$ cat config.mk
export PLATFORM = sky130hd
export DESIGN_NAME = ps2_host_tx
export DESIGN_NICKNAME = d
export VERILOG_FILES = /design/src/rtl/ps2_host_tx.sv
export SDC_FILE = /design/constraint.sdc
export NUM_CORES = 1
export LEC_CHECK = 0
export CORE_ASPECT_RATIO = 0.9
export CORE_MARGIN = 5
export CORE_UTILIZATION = 45
export CTS_BUF_LIST = sky130_fd_sc_hd__clkbuf_2
export CTS_CLUSTER_SIZE = 28
export DETAILED_ROUTE_END_ITERATION = 8
export HOLD_SLACK_MARGIN = 0.05
export MAX_ROUTING_LAYER = met4
export PLACE_DENSITY = 0.7
export SLEW_MARGIN = 40
export SYNTH_ARGS = -nofsm -noshare
export SYNTH_HDL_FRONTEND = slang
export SYNTH_SLANG_ARGS = --single-unit
export TNS_END_PERCENT = 1
$ cat constraint.sdc
create_clock -name clk -period 2.1 [get_ports clk]
set_input_delay 0.21 -clock clk [delete_from_list [all_inputs] [get_ports clk]]
set_output_delay 0.21 -clock clk [all_outputs]
set_load 0.05 [all_outputs]
$ cat src/rtl/ps2_host_tx.sv
// PS/2 host-to-device transmitter: inhibits the bus, requests to send, then shifts out one command byte plus parity and stop bit on the device's clock.
// Latency: ps2_clk held low for INHIBIT_CYCLES after accept, then one bit per device clock; a device falling edge moves ps2_data_oe 3 clk cycles later.
// Backpressure: tx_ready is high only in IDLE; tx_valid is ignored while a transfer is in flight.
module ps2_host_tx #(
  parameter int unsigned INHIBIT_CYCLES       = 10_000,
  parameter int unsigned START_TIMEOUT_CYCLES = 1_500_000,
  parameter int unsigned BIT_TIMEOUT_CYCLES   = 200_000
) (
  input  logic       clk,
  input  logic       reset,
  input  logic [7:0] tx_data,
  input  logic       tx_valid,
  output logic       tx_ready,
  output logic       tx_busy,
  output logic       tx_done,
  output logic       tx_error,
  output logic [1:0] tx_err_code,
  input  logic       ps2_clk_in,
  input  logic       ps2_data_in,
  output logic       ps2_clk_oe,
  output logic       ps2_data_oe
);

  // Timer limits expressed as the last count before the event fires,
  // so an event happens exactly N cycles after the timer was cleared.
  localparam logic [20:0] INH_LAST   = 21'(INHIBIT_CYCLES - 1);
  localparam logic [20:0] START_LAST = 21'(START_TIMEOUT_CYCLES - 1);
  localparam logic [20:0] BIT_LAST   = 21'(BIT_TIMEOUT_CYCLES - 1);
  localparam logic [20:0] TIMER_MAX  = '1;

  localparam logic [1:0] ERR_NACK      = 2'd1;
  localparam logic [1:0] ERR_START_TO  = 2'd2;
  localparam logic [1:0] ERR_BIT_TO    = 2'd3;

  typedef enum logic [2:0] {
    S_IDLE,
    S_INHIBIT,
    S_RTS,
    S_DATA,
    S_WAIT_IDLE
  } state_t;

  state_t      state_q, state_d;
  logic [8:0]  shift_q, shift_d;      // {parity, data}, LSB goes out next
  logic [3:0]  bit_cnt_q, bit_cnt_d;  // device falling edges seen so far
  logic [20:0] timer_q, timer_d;
  logic        clk_oe_q, clk_oe_d;
  logic        data_oe_q, data_oe_d;
  logic        done_q, done_d;
  logic        error_q, error_d;
  logic [1:0]  err_code_q, err_code_d;

  // Two-flop synchronisers plus one history flop for clock edge detection.
  logic        clk_meta_q, clk_meta_d;
  logic        clk_sync_q, clk_sync_d;
  logic        clk_prev_q, clk_prev_d;
  logic        data_meta_q, data_meta_d;
  logic        data_sync_q, data_sync_d;

  logic        fall;
  logic [20:0] timer_inc;

  assign fall      = clk_prev_q & ~clk_sync_q;
  assign timer_inc = (timer_q == TIMER_MAX) ? timer_q : timer_q + 21'd1;

  // Next-state, datapath and output decode for the transfer sequence.
  always_comb begin
    state_d     = state_q;
    shift_d     = shift_q;
    bit_cnt_d   = bit_cnt_q;
    timer_d     = timer_inc;
    clk_oe_d    = clk_oe_q;
    data_oe_d   = data_oe_q;
    done_d      = 1'b0;
    error_d     = 1'b0;
    err_code_d  = err_code_q;
    clk_meta_d  = ps2_clk_in;
    clk_sync_d  = clk_meta_q;
    clk_prev_d  = clk_sync_q;
    data_meta_d = ps2_data_in;
    data_sync_d = data_meta_q;

    case (state_q)
      S_IDLE: begin
        timer_d = '0;
        if (tx_valid) begin
          // Odd parity: the parity bit makes the total count of ones odd.
          shift_d   = {~^tx_data, tx_data};
          bit_cnt_d = '0;
          clk_oe_d  = 1'b1;
          state_d   = S_INHIBIT;
        end
      end

      S_INHIBIT: begin
        if (timer_q >= INH_LAST) begin
          // Request-to-send: release clock, pull data low as the start bit.
          clk_oe_d  = 1'b0;
          data_oe_d = 1'b1;
          timer_d   = '0;
          state_d   = S_RTS;
        end
      end

      S_RTS: begin
        if (fall) begin
          data_oe_d = ~shift_q[0];
          shift_d   = {1'b0, shift_q[8:1]};
          bit_cnt_d = 4'd1;
          timer_d   = '0;
          state_d   = S_DATA;
        end else if (timer_q >= START_LAST) begin
          clk_oe_d   = 1'b0;
          data_oe_d  = 1'b0;
          error_d    = 1'b1;
          err_code_d = ERR_START_TO;
          timer_d    = '0;
          state_d    = S_IDLE;
        end
      end

      S_DATA: begin
        if (fall) begin
          timer_d   = '0;
          bit_cnt_d = bit_cnt_q + 4'd1;
          if (bit_cnt_q <= 4'd8) begin
            // Falls 2..9: remaining data bits then parity.
            data_oe_d = ~shift_q[0];
            shift_d   = {1'b0, shift_q[8:1]};
          end else if (bit_cnt_q == 4'd9) begin
            // Fall 10: stop bit, line released.
            data_oe_d = 1'b0;
          end else if (!data_sync_q) begin
            // Fall 11: device holds data low to acknowledge.
            state_d = S_WAIT_IDLE;
          end else begin
            clk_oe_d   = 1'b0;
            data_oe_d  = 1'b0;
            error_d    = 1'b1;
            err_code_d = ERR_NACK;
            timer_d    = '0;
            state_d    = S_IDLE;
          end
        end else if (timer_q >= BIT_LAST) begin
          clk_oe_d   = 1'b0;
          data_oe_d  = 1'b0;
          error_d    = 1'b1;
          err_code_d = ERR_BIT_TO;
          timer_d    = '0;
          state_d    = S_IDLE;
        end
      end

      S_WAIT_IDLE: begin
        if (clk_sync_q && data_sync_q) begin
          done_d  = 1'b1;
          timer_d = '0;
          state_d = S_IDLE;
        end else if (timer_q >= BIT_LAST) begin
          clk_oe_d   = 1'b0;
          data_oe_d  = 1'b0;
          error_d    = 1'b1;
          err_code_d = ERR_BIT_TO;
          timer_d    = '0;
          state_d    = S_IDLE;
        end
      end

      default: begin
        clk_oe_d  = 1'b0;
        data_oe_d = 1'b0;
        timer_d   = '0;
        state_d   = S_IDLE;
      end
    endcase
  end

  // State and datapath registers; synchronisers reset to the idle-high bus level.
  always_ff @(posedge clk) begin
    if (reset) begin
      state_q     <= S_IDLE;
      shift_q     <= '0;
      bit_cnt_q   <= '0;
      timer_q     <= '0;
      clk_oe_q    <= 1'b0;
      data_oe_q   <= 1'b0;
      done_q      <= 1'b0;
      error_q     <= 1'b0;
      err_code_q  <= '0;
      clk_meta_q  <= 1'b1;
      clk_sync_q  <= 1'b1;
      clk_prev_q  <= 1'b1;
      data_meta_q <= 1'b1;
      data_sync_q <= 1'b1;
    end else begin
      state_q     <= state_d;
      shift_q     <= shift_d;
      bit_cnt_q   <= bit_cnt_d;
      timer_q     <= timer_d;
      clk_oe_q    <= clk_oe_d;
      data_oe_q   <= data_oe_d;
      done_q      <= done_d;
      error_q     <= error_d;
      err_code_q  <= err_code_d;
      clk_meta_q  <= clk_meta_d;
      clk_sync_q  <= clk_sync_d;
      clk_prev_q  <= clk_prev_d;
      data_meta_q <= data_meta_d;
      data_sync_q <= data_sync_d;
    end
  end

  assign tx_ready    = (state_q == S_IDLE);
  assign tx_busy     = (state_q != S_IDLE);
  assign tx_done     = done_q;
  assign tx_error    = error_q;
  assign tx_err_code = err_code_q;
  assign ps2_clk_oe  = clk_oe_q;
  assign ps2_data_oe = data_oe_q;

endmodule

# Word level (Yosys, flattened, before mapping)
# Cells that the tools add are included.
# Widths: inputs -> output; s select.
dict set report op_classes {
  n_addsub 2
  eq_ne 19
  n_mux 66
  n_bitwise 5
  reduce_logical 13
  order_cmp 4
}
# op n
set ops {}
lappend ops {{$mux 21} 7}
lappend ops {{$pmux 21 s4} 1}
lappend ops {{$mux 9} 4}
lappend ops {{$mux 3} 10}
lappend ops {{$pmux 9 s3} 1}
lappend ops {{$mux 1} 26}
lappend ops {{$add 21x1->21 const B} 1}
lappend ops {{$eq 21x21->1 const B} 1}
lappend ops {{$ge 21x14->1 const B} 1}
lappend ops {{$ge 21x18->1 const B} 1}
lappend ops {{$ge 21x21->1 const B} 1}
lappend ops {{$mux 2} 8}
lappend ops {{$ne 2x2->1 const B} 8}
lappend ops {{$pmux 3 s5} 1}
lappend ops {{$reduce_and 5->1} 3}
lappend ops {{$mux 4} 3}
lappend ops {{$ne 3x3->1 const B} 4}
lappend ops {{$pmux 4 s3} 1}
lappend ops {{$pmux 1 s5} 2}
lappend ops {{$reduce_bool 3->1} 3}
lappend ops {{$reduce_and 8->1} 1}
lappend ops {{$reduce_xnor 8->1} 1}
lappend ops {{$reduce_and 7->1} 1}
lappend ops {{$eq 3x2->1 const B} 2}
lappend ops {{other kinds (14)} 17}
dict set report word_totals {
  reg_bits 48
}

# Longest topological paths before layout
dict set report logic_depth {
  depth_word 5
  depth_mapped 8
  mapped_depth_nobuf 8
}

# Worst setup path before layout
# No wires, ideal clock.
dict set report synth_timing {
  path_type {flip-flop to flip-flop}
  start {reg state_q[2]}
  end {reg data_oe_q (netlist: ps2_data_oe)}
  required_ps 2008
  setup_ps 92
  path_stages_with_launch 7
  arrival_ps 1910
  setup_slack_ps 98
  path_cell_list {dfxtp_1 -> buf_2 -> or3_1 -> inv_1 -> nor2_1 -> and3_1 -> o32ai_1}
}
dict set report synth_between {
  elab_chain_cells 3
  elab_cells_between_ends 12
  classes_between {8 x eq/ne; 1 x mux; 1 x bitwise; 2 x reduce/logical}
}
# element line
set synth_rtl {}
lappend synth_rtl {{from (decl)} 43} ;# state_t state_q, state_d;
lappend synth_rtl {{from (signal assigned)} 196} ;# state_q <= state_d;
lappend synth_rtl {{$logic_not 3->1 (*)} n/a}
lappend synth_rtl {{via tx_ready} 13} ;# output logic tx_ready,
lappend synth_rtl {{$not 1->1 (no line)} n/a}
lappend synth_rtl {{$reduce_and 5->1 (no line)} n/a}
lappend synth_rtl {{to (signal assigned)} 201} ;# data_oe_q <= data_oe_d;
lappend synth_rtl {{to (decl)} 48} ;# logic data_oe_q, data_oe_d;
# The timed path passes the listed nets; every way through them passes the cells marked *.
# A chain may end at the register's enable or synchronous reset.

# Worst setup path after layout
dict set report layout_timing {
  start {reg timer_q[6]}
  end {reg timer_q[13]}
}
dict set report layout_between {
  elab_chain_cells 5
  elab_cells_between_ends 13
  classes_between {1 x add/sub; 3 x order compare; 1 x eq/ne; 8 x mux}
}
# element line
set layout_rtl {}
lappend layout_rtl {{from (decl)} 46} ;# logic [20:0] timer_q, timer_d;
lappend layout_rtl {{from (signal assigned)} 199} ;# timer_q <= timer_d;
lappend layout_rtl {{$add 21x1->21 / $eq 21x21->1 (equally long branches)} 64} ;# assign timer_inc = (timer_q == TIMER_MAX) ? timer_q : timer_q + 21'd1;
lappend layout_rtl {{$mux 21} 64}
lappend layout_rtl {{$mux 21, on equally long branches} {144, 159, 112}}
lappend layout_rtl {{$mux 21, on equally long branches} {155, 106, 123}}
lappend layout_rtl {{$pmux 21 s4 (*)} 83} ;# case (state_q)
# Every way passes the cells marked *; elsewhere a longest branch is shown, timed or not.

==> implementation parameters <==
Parameter                              Value

Floorplan
  Horiz. Die Dim ... 92.9 um
  Chip Height ... 84.6 um
  Area of the die ... 7850 um2
  Rows ... 27
  Number of ports placed on the die boundary ... 21
  Initial Utilization ... 46.0%
  Area of the core ... 6050 um2

GRT
  Number of antenna violations at the first check in global routing ... 0
  Global-route usage over all layers ... 17.5%
  Largest net degree at the start of global routing ... 19
  Overall overflow remaining after global route ... 0
  Via count of the first global-routing pass ... 2352
  Wire length of the first global-routing pass ... 11.0 mm

Layout
  Fraction of layout instances using a drive strength above 1 ... 23.6%
  Final antenna diode count ... 0
  Layout overhead on the synthesized area ... 18.0%
  Post-route cell area ... 3280 um2
  Final layout net count ... 380
  Filler cells ... 542
  Final standard cell utilization of the core ... 54.3%

Synth
  Post-synthesis area per instance ... 8.45 um2
  Cell taking the most area after synthesis ... sky130_fd_sc_hd__dfxtp_1
  Top cells by area, synth ... sky130_fd_sc_hd__dfxtp_1 35%, sky130_fd_sc_hd__xnor2_1 5.7%, sky130_fd_sc_hd__nor2_2 4.5%
  Yosys top cell area share ... 34.6%
  FF+latch count, synth ... 48
  Post-synthesis cell type count ... 58
  Most frequent cells after synthesis ... 48 x sky130_fd_sc_hd__dfxtp_1, 33 x sky130_fd_sc_hd__nor2_1, 20 x sky130_fd_sc_hd__nor2_2, 18 x sky130_fd_sc_hd__xnor2_1, 16 x sky130_fd_sc_hd__nand2_1
  Post-synth EDFFs ... 0
  Most used flip-flop cell after synthesis ... sky130_fd_sc_hd__dfxtp_1
  Async set-or-reset flop fraction in the synthesized netlist ... 0%
  Gate Count Post-Synth ... 329
  Synthesized net count ... 346
  Ys Warns ... 0
  Total standard cell area after synthesis ... 2780 um2
  Count leader, synth ... sky130_fd_sc_hd__dfxtp_1
  Post-synthesis sequential area ratio ... 34.6%

STA
  Max Transition Viols Final ... 0
  Fmax ... 508 MHz
  Relative slew slack ... 66.7%
  Setup_tns ... 0 ns
  Period Utilization, post-route ... 93.7%
  Worst slew pin tran ... 0.498 ns
  Clk_skew ... 0.0220 ns
  Crit path time final ... 1.97 ns
  Unrepaired setup endpoints after global routing ... no
  Hold Violations, Final ... 0
  Setup-violating endpoint count in the final report ... 0

Clock network
  Clock-pin transition on the worst setup and hold timing paths ... 0.25 ns
  Maximum buffer depth of the clock tree ... 2
  Library cell used as clock root buffer ... sky130_fd_sc_hd__clkbuf_2
  Number of buffers added by the clock tree synthesis step ... 5
  Worst-Skew Late Latency ... 0.43 ns
  TritonCTS sink count ... 48
  Depth of the CTS H-tree ... 2
  Buffers inserted during post-CTS setup optimization ... 0
  CTS tree ... done

Place
  Number of buffer cells added on primary ports ... 20
  Final HPWL DP ... 4.71 mm
  Cell area after placement ... 3180 um2
  Routability cong. ... 0.934

Flow run
  Max_cap viols ... 0

Setup path
  Data required, critical path ... 2.44 ns
  Critical path class ... flip-flop to flip-flop
  Critical path fanouts, max ... 11
  Startpoint types ... flip-flop
  Arrival @ worst endpoint ... 2.31 ns
  Type of element capturing the critical path ... flip-flop

Route
  Top routing layer in use ... met4
  Average wire length per cell after detail routing ... 14.4 um
  Via density ... 5.55
  Post-route ant nets ... 0
  1st-iter DRT viols ... 193
  1st-pass router iterations ... 4
  Met2 Wirelength ... 2.75 mm
  Total wirelength of the detailed-routed design ... 6.29 mm
  Count of unresolved DRC violations after routing ... 0
  Total via count after detailed routing ... 2419
  Met3 routed WL ... 312 um
  M1 wire length ... 3.17 mm

Power
  Sequential Power Share ... 39.7%
  Sw Ratio ... 37.8%
  Maximum VDD drop ... 0.000324 V
  Combinational share of power ... 41.7%
  Power density normalized to cell area ... 832 nW/um2
  Clock power frac ... 18.6%
  Internal power contribution ... 1.70 mW
  Switching Power ... 1.03 mW
  Static leakage power ... 1.18 nW

Hold path
  Worst min-delay path class ... input pin to flip-flop

Outcome
  Status ... finished clean
[per-stage QoR]
step                hold slack [ns]  power, mW  setup WS, ns  cells
floorplan                     0.314       1.89        0.0980    329
global placement              0.394       2.22         0.159    428
detailed placement            0.394       2.24         0.119    428
CTS                           0.285       2.76        0.0680    436
global route                  0.259       2.91        0.0118    436
finish                        0.312       2.73         0.133    436
[placed cells by master, fill, tap and decap left out, types with 2 or more instances in the layout]
master	count
sky130_fd_sc_hd__buf_12	2
sky130_fd_sc_hd__nor4_2	2
sky130_fd_sc_hd__a31oi_1	4
sky130_fd_sc_hd__mux2i_1	12
sky130_fd_sc_hd__clkbuf_2	6
sky130_fd_sc_hd__clkdlybuf4s50_1	18
sky130_fd_sc_hd__nand3_1	10
sky130_fd_sc_hd__inv_1	8
sky130_fd_sc_hd__dfxtp_1	39
sky130_fd_sc_hd__nor3_1	12
sky130_fd_sc_hd__a31oi_2	2
sky130_fd_sc_hd__or2_2	6
sky130_fd_sc_hd__nor2b_1	3
sky130_fd_sc_hd__o21ai_0	14
sky130_fd_sc_hd__xor2_1	7
sky130_fd_sc_hd__dfxtp_2	9
sky130_fd_sc_hd__a211oi_1	11
sky130_fd_sc_hd__xnor2_1	18
sky130_fd_sc_hd__nand2b_1	8
sky130_fd_sc_hd__ha_1	4
sky130_fd_sc_hd__nand2_1	15
sky130_fd_sc_hd__nor4b_1	2
sky130_fd_sc_hd__nor3b_1	3
sky130_fd_sc_hd__nor4_1	3
sky130_fd_sc_hd__and3b_1	2
sky130_fd_sc_hd__a21oi_1	12
sky130_fd_sc_hd__buf_4	25
sky130_fd_sc_hd__or3b_1	2
sky130_fd_sc_hd__nand3b_1	2
sky130_fd_sc_hd__o21ai_1	2
sky130_fd_sc_hd__and3_1	7
sky130_fd_sc_hd__nor2_1	33
sky130_fd_sc_hd__nand4_1	10
sky130_fd_sc_hd__nor2_2	20
[path summary, 6_finish.rpt]
check                                            start                      to  slack (ns)  cells past startpoint
worst min-delay path                        ps2_clk_in   clk_meta_q$_SDFF_PP1_        0.31                      2
worst min register to register  data_meta_q$_SDFF_PP1_  data_sync_q$_SDFF_PP1_        0.44                      1
worst max register to register   timer_q[6]$_SDFF_PP0_  timer_q[13]$_SDFF_PP0_        0.13                      7
worst max-delay path             timer_q[6]$_SDFF_PP0_  timer_q[13]$_SDFF_PP0_        0.13                      7
[cell type report]
| cell class | count | area, um2 | share of cell area [%] |
|---|---|---|---|
| clock buffers | 6 | 30.0 | 0.915 |
| flip-flops and latches | 48 | 972 | 29.6 |
| inverters | 8 | 30.0 | 0.915 |
| multi-input cells | 254 | 1710 | 52.0 |
| well taps | 72 | 90.1 | 2.74 |
| repair buffers | 46 | 419 | 12.8 |
| clock inverters | 2 | 35.0 | 1.07 |
[routing by layer]
| layer | vias up | GRT usage [%] |
|---|---|---|
| li1 | 1246 | - |
| met5 | - | - |
| met1 | 1115 | 24.6 |
| met3 | 7 | 2.96 |
| met4 | 0 | 5.86 |
| met2 | 51 | 25.2 |
[power by group through the flow]
| stage | clock network, mW | logic, mW | registers, mW |
|---|---|---|---|
| final | 0.507 | 1.14 | 1.09 |
| after global routing | 0.568 | 1.24 | 1.10 |
| after CTS | 0.529 | 1.14 | 1.08 |
| after detailed placement | 0 | 1.14 | 1.10 |
| after global placement | 0 | 1.13 | 1.10 |
| after floorplan | 0 | 0.732 | 1.16 |
[cell families (layout without fill, tap and decap cells)]
family | Yosys count | in the layout | synth area share, %
and+or+nand+nor | 149 | 149 | 29.8
AOI/OAI and AO/OA | 64 | 64 | 16.3
DFF | 48 | 48 | 34.6
buffers and inverters | 27 | 62 | 5.31
xor gates and xnor gates | 25 | 25 | 7.88
muxes | 12 | 12 | 4.32
adders and majority gates | 4 | 4 | 1.80
[state kept, by name (all words and copies together), names as in the netlist, 2 cells and up]
signal,cells
bit_cnt_q,4
shift_q,9
state_q,3
timer_q,21
tx_err_code,2
[critical path: stages, from the launching register on]
cell                      delay [ns]
sky130_fd_sc_hd__dfxtp_2        0.43
sky130_fd_sc_hd__or3b_1         0.37
sky130_fd_sc_hd__o41ai_2        0.37
sky130_fd_sc_hd__o21ai_2        0.14
sky130_fd_sc_hd__nand3_1        0.14
sky130_fd_sc_hd__a221o_2        0.23
sky130_fd_sc_hd__buf_12         0.16
sky130_fd_sc_hd__nor2_2         0.04
[timing repair]
| action | CTS | global route |
|---|---|---|
| gates resized for setup | 3 | 14 |
| endpoints found under the setup margin | 1 | 28 |
| pin swaps | 0 | 1 |
| hold buffers | 0 | 0 |
(Power assumes the default switching activity.)
